===== src/rtl/gat_pkg.sv =====
// Shared definitions for the GAT input BRAM stream loaders: data width,
// loader state encoding and the word-to-byte address shift.
package gat_pkg;

   localparam int TOP_WIDTH  = 32;
   localparam int BYTE_SHIFT = 2;

   typedef enum logic [1:0] {
      IDLE = 2'd0,
      LOAD = 2'd1,
      DONE = 2'd2
   } loader_state_t;

endpackage


===== src/rtl/gat_bram_stream_loader.sv =====
// Streams host 32-bit words into one GAT input BRAM. A load is armed by a
// start pulse carrying the expected word count. Each accepted stream beat
// becomes one registered BRAM write at the next word address. The loader
// reports completion with a level load_done and flags framing errors on a
// sticky err_len.
module gat_bram_stream_loader #(
   parameter int TOP_WIDTH = gat_pkg::TOP_WIDTH,
   parameter int DEPTH     = 242101,
   parameter int ADDR_W    = $clog2(DEPTH)
) (
   input  logic                 clk,
   input  logic                 rst_n,
   input  logic                 start,
   input  logic [ADDR_W:0]      num_words,
   input  logic [TOP_WIDTH-1:0] s_tdata,
   input  logic                 s_tvalid,
   output logic                 s_tready,
   input  logic                 s_tlast,
   output logic [TOP_WIDTH-1:0] bram_din,
   output logic                 bram_ena,
   output logic                 bram_wea,
   output logic [ADDR_W+1:0]    bram_addra,
   output logic                 load_done,
   output logic                 busy,
   output logic                 err_len
);

   import gat_pkg::*;

   localparam logic [ADDR_W:0] DEPTH_W = (ADDR_W+1)'(DEPTH);

   loader_state_t        r_state;
   logic [ADDR_W-1:0]    r_cnt;
   logic [ADDR_W:0]      r_numWords;
   logic                 r_donePend;
   logic                 r_sTready;
   logic [TOP_WIDTH-1:0] r_bramDin;
   logic                 r_bramEna;
   logic                 r_bramWea;
   logic [ADDR_W+1:0]    r_bramAddra;
   logic                 r_loadDone;
   logic                 r_busy;
   logic                 r_errLen;

   logic                 w_startOk;
   logic                 w_accept;
   logic                 w_lastBeat;
   logic [ADDR_W:0]      w_cntExt;

   // A start is only usable if the requested length fits the BRAM and is
   // non-empty; cnt is widened so it can be compared with the word count.
   assign w_startOk  = start && (num_words != '0) && (num_words <= DEPTH_W);
   assign w_accept   = s_tvalid && r_sTready;
   assign w_cntExt   = {1'b0, r_cnt};
   assign w_lastBeat = (w_cntExt == (r_numWords - (ADDR_W+1)'(1)));

   assign s_tready   = r_sTready;
   assign bram_din   = r_bramDin;
   assign bram_ena   = r_bramEna;
   assign bram_wea   = r_bramWea;
   assign bram_addra = r_bramAddra;
   assign load_done  = r_loadDone;
   assign busy       = r_busy;
   assign err_len    = r_errLen;

   // Loader FSM: arms on start, turns each accepted beat into a one-cycle
   // write strobe, and raises load_done one cycle after the final strobe
   // so the accelerator never sees completion ahead of the last write.
   always_ff @(posedge clk or negedge rst_n) begin
      if (!rst_n) begin
         r_state     <= IDLE;
         r_cnt       <= '0;
         r_numWords  <= '0;
         r_donePend  <= 1'b0;
         r_sTready   <= 1'b0;
         r_bramDin   <= '0;
         r_bramEna   <= 1'b0;
         r_bramWea   <= 1'b0;
         r_bramAddra <= '0;
         r_loadDone  <= 1'b0;
         r_busy      <= 1'b0;
         r_errLen    <= 1'b0;
      end else begin
         r_bramEna <= 1'b0;
         r_bramWea <= 1'b0;
         case (r_state)
            IDLE, DONE: begin
               if (r_donePend) begin
                  r_loadDone <= 1'b1;
                  r_donePend <= 1'b0;
               end
               if (start) begin
                  r_donePend <= 1'b0;
                  r_loadDone <= 1'b0;
                  if (w_startOk) begin
                     r_state    <= LOAD;
                     r_numWords <= num_words;
                     r_cnt      <= '0;
                     r_errLen   <= 1'b0;
                     r_sTready  <= 1'b1;
                     r_busy     <= 1'b1;
                  end else begin
                     r_errLen <= 1'b1;
                  end
               end
            end
            LOAD: begin
               if (w_accept) begin
                  r_bramDin   <= s_tdata;
                  r_bramAddra <= {r_cnt, {BYTE_SHIFT{1'b0}}};
                  r_bramEna   <= 1'b1;
                  r_bramWea   <= 1'b1;
                  r_cnt       <= r_cnt + ADDR_W'(1);
                  if (w_lastBeat || s_tlast) begin
                     r_state    <= DONE;
                     r_sTready  <= 1'b0;
                     r_busy     <= 1'b0;
                     r_donePend <= 1'b1;
                     if (w_lastBeat != s_tlast) begin
                        r_errLen <= 1'b1;
                     end
                  end
               end
            end
            default: begin
               r_state <= IDLE;
            end
         endcase
      end
   end

endmodule

===== config.mk =====
export PLATFORM = sky130hd
export DESIGN_NAME = gat_bram_stream_loader
export DESIGN_NICKNAME = d
export VERILOG_FILES = /design/src/rtl/gat_pkg.sv /design/src/rtl/gat_bram_stream_loader.sv
export SDC_FILE = /design/constraint.sdc
export NUM_CORES = 1
export LEC_CHECK = 0
export ABC_AREA = 0
export CAP_MARGIN = 20
export CORE_MARGIN = 3
export CORE_UTILIZATION = 49
export DETAILED_ROUTE_END_ITERATION = 10
export MAX_ROUTING_LAYER = met4
export PLACE_DENSITY = 0.8
export SLEW_MARGIN = 5
export SYNTH_ARGS = -nofsm -noshare
export SYNTH_HDL_FRONTEND = slang
export SYNTH_SLANG_ARGS = --single-unit

===== constraint.sdc =====
create_clock -name clk -period 4.43 [get_ports clk]
set_clock_uncertainty 0.15 [all_clocks]
set_input_delay 0.443 -clock clk [delete_from_list [all_inputs] [get_ports clk]]
set_output_delay 0.443 -clock clk [all_outputs]
set_load 0.05 [all_outputs]

==> key figures <==
Status
  – Outcome: completed

Pwr
  – VDD IR max: slightly below 400 uV
  – Net Sw Power: 1.73 mW
  – Internal: ~2.1 mW
  – PD cells: ~640 nW/um^2
  – Clock power share: between 10% and 20%
  – Sw Ratio: 45.2%
  – Register share of total power: a little under two fifths
  – Total power after layout: 3.82 mW
  – Comb power frac: between 40% and 50%
  – Lkg Pwr: approximately 2.7 nW

Timing
  – Fin. Hold Viols: 0
  – TNS Setup: 0 ns
  – Final setup fails: 0
  – Final critical-path required period: 3.54 ns
  – Fin crit share: around four fifths
  – Fin Hold WS: about 0.33 ns
  – Slew @ Worst Pin: between 0.6 and 0.7 ns
  – Fin. max-slew vios: 0
  – Unrepaired setup endpoints after global routing: no
  – Fmax: ~0.28 GHz
  – Max-slew headroom: 57.4%

CTS
  – Post-CTS Setup Inserts: 0
  – CTS tree: built
  – Worst-Skew Late Latency: about 0.35 ns
  – Htree depth: 3
  – Clock sink total: 94
  – Clk root buf: clkbuf_8
  – CTS clk-pin slew, worst paths: ~0.09 ns
  – CTS resizes: 0
  – TritonCTS buffer count: 9
  – Hold_buf cts: 1
  – Clock Tree Buf Depth: 2

Placed design
  – Port Buffers: approximately 110
  – Routability congestion estimate: 0.918
  – HPWL after DPL: ~8.0 mm
  – Cells after DPL: roughly 700

Synthesis
  – Synthesized area: 4520 sq um
  – Top cell type's share of synthesized area: a little over half
  – Syn Area/Cell: between 9 and 10 sq um
  – Ys async rst share: 100%
  – Ys Warns: 0
  – Yosys cell types: 56
  – Seq/Total Area, Yosys: about 52%
  – Flops & latches, synth: 94
  – Post-synth EDFFs: 0
  – Synth top area cells: dfrtp_1 (52%), nand2_1 (14%), mux2_2 (4.2%)
  – Largest area contributor in the netlist: dfrtp_1
  – Cells after synthesis: roughly 490
  – Top FF cell, synth: dfrtp_1

Drt
  – Number of remaining DRC errors: 0
  – Detailed router's first-iteration violation count: between 150 and 200
  – Antenna-violating nets left: 0
  – WL per Instance: 15.3 microns
  – Routed vias/inst: 5.36
  – Vias: around 3800
  – WL final: roughly 11 mm
  – Drt first pass iters: 4

Global routing
  – GRT Total Usage: 22.4%
  – Vias in the first global route: 3801
  – Pin count of the biggest net entering global routing: 61
  – Total global routing overflow: 0
  – First-pass GRT wire length: 18.0 mm
  – Initial antenna violation count: 0

Finish
  – Most frequent cells in the layout: nand2_1 (167), clkdlybuf4s50_1 (110), dfrtp_1 (94), nor2_1 (30), xor2_1 (18)
  – Commonest non-fill, non-tap cell in the layout: nand2_1
  – Util after Layout: roughly 67%
  – Fraction of layout instances using a drive strength above 1: roughly 7.8%
  – Area growth from synthesis to layout: 30.8%
  – Non-Filler Instances: 710
  – Final #Nets: about 660
  – ANT cells: 0

Hold path
  – Hold crit path type: reg -> reg

Die
  – Initial core utilization: 51.1%
  – Num ports: approximately 110
  – Core area: 8850 sq um
  – Die width: about 100 microns
  – Die height: 102 microns
  – Area of the die: around 10000 sq um
  – Row count: 34

Worst setup path
  – Buf+Inv Stages, Crit Path: 1
  – Crit path max-delay family: simple AND/OR/NAND/NOR gates
  – Slowest CP cell: or4_4
  – CP peak stage delay: between 0.5 and 0.6 ns
  – CP most frequent cell: ha_1
  – Setup Crit Path Kind: reg -> reg
  – CP Data Required Time: ~4.5 ns
  – CP cell instances: inv_1, ha_1, or3b_2, or4_4, or3b_1, a211oi_2, o311a_1, nand4_1, ha_1, a211oi_1, nor2_1
  – Worst Path Max Fanout: 5
  – Worst EP arrival: roughly 3.6 ns
  – Worst setup SP type: register
  – Crit. End Element: register

Flow run
  – Max-cap viol count: 0
[registers in the layout, indices dropped and copies added, names as in the netlist]
name,flops
load_done,1
r_state,2
bram_din,32
bram_addra,18
r_donePend,1
r_numWords,19
busy,1
r_cnt,18
bram_wea,1
err_len,1
[Yosys cell counts (3+ instances only)]
| master | number |
|---|---|
| nand2_1 | 168 |
| dfrtp_1 | 94 |
| nor2_1 | 30 |
| xor2_1 | 18 |
| mux2_2 | 17 |
| xnor2_1 | 17 |
| clkbuf_1 | 14 |
| o21ai_0 | 12 |
| nand4_1 | 10 |
| inv_1 | 9 |
| nor3_1 | 9 |
| a21oi_1 | 7 |
| and3_1 | 7 |
| nor4_1 | 6 |
| nand3_1 | 5 |
| a31oi_1 | 4 |
| buf_2 | 4 |
| buf_4 | 4 |
| nor3b_1 | 4 |
| a2111oi_0 | 3 |
| a211oi_1 | 3 |
| ha_1 | 3 |
| or4_1 | 3 |
[stage by stage]
stage	area, sq um	setup slack [ns]
after floorplan	4530	1.21
final	5920	0.892
after CTS	5920	0.889
after global placement	5700	1.06
after global routing	5920	0.751
after detailed placement	5700	0.938
[cell type report]
class / count / area [sq um]
clock buffer: 12 / 155
clock inverter: 4 / 52.6
fill: 705 / 2930
inverter: 9 / 33.8
multi-input combinational: 365 / 2030
sequential: 94 / 2350
tap: 108 / 135
timing repair buffer: 118 / 1160
[path summary, 6_finish.rpt]
path | from | endpoint | slack, ns | depth (start not counted)
setup / recovery | r_numWords[0]$_DFFE_PN0P_ | err_len$_DFFE_PN0P_ | 0.89 | 11
hold / removal | bram_din[25]$_DFFE_PN0P_ | bram_din[25]$_DFFE_PN0P_ | 0.33 | 2
setup reg to reg | r_numWords[0]$_DFFE_PN0P_ | err_len$_DFFE_PN0P_ | 0.89 | 11
hold reg to reg | bram_din[25]$_DFFE_PN0P_ | bram_din[25]$_DFFE_PN0P_ | 0.33 | 2
max in group asynchronous | rst_n | r_cnt[12]$_DFFE_PN0P_ | 2.63 | 3
min in group asynchronous | rst_n | bram_addra[4]$_DFFE_PN0P_ | 0.49 | 2
[power groups by stage]
stage / clock network (mW) / logic (mW) / registers (mW)
floorplan: 0 / 0.708 / 1.92
global placement: 0 / 1.79 / 1.40
detailed placement: 0 / 1.83 / 1.42
CTS: 0.600 / 1.83 / 1.40
global route: 0.637 / 1.95 / 1.45
finish: 0.589 / 1.82 / 1.41
[cell families after synthesis]
family	synth area share, %
simple gates	25.6
mux	4.70
buf+inv	3.35
other cells	0.0829
fa+ha+maj	0.830
compound gates	6.69
xor+xnor	6.78
flops	52.0
[metal layers]
metal / global-route usage [%] / wire length (microns) / vias to the layer above / part of all wire [%]
met1: 30.0 / 4750 / 1844 / 44
li1: - / - / 1844 / -
met4: 7.77 / 159 / 0 / 1.5
met2: 34.0 / 5270 / 106 / 49
met3: 4.64 / 653 / 15 / 6.0
met5: - / 0 / - / 0
[worst reg2reg max path: stages, from the launching register on]
cell	delay [ns]
dfrtp_1	0.43
inv_1	0.08
ha_1	0.19
or3b_2	0.50
or4_4	0.52
or3b_1	0.41
a211oi_2	0.19
o311a_1	0.20
nand4_1	0.13
ha_1	0.31
a211oi_1	0.24
nor2_1	0.07
No activity file was read; power rests on OpenSTA's default activity.
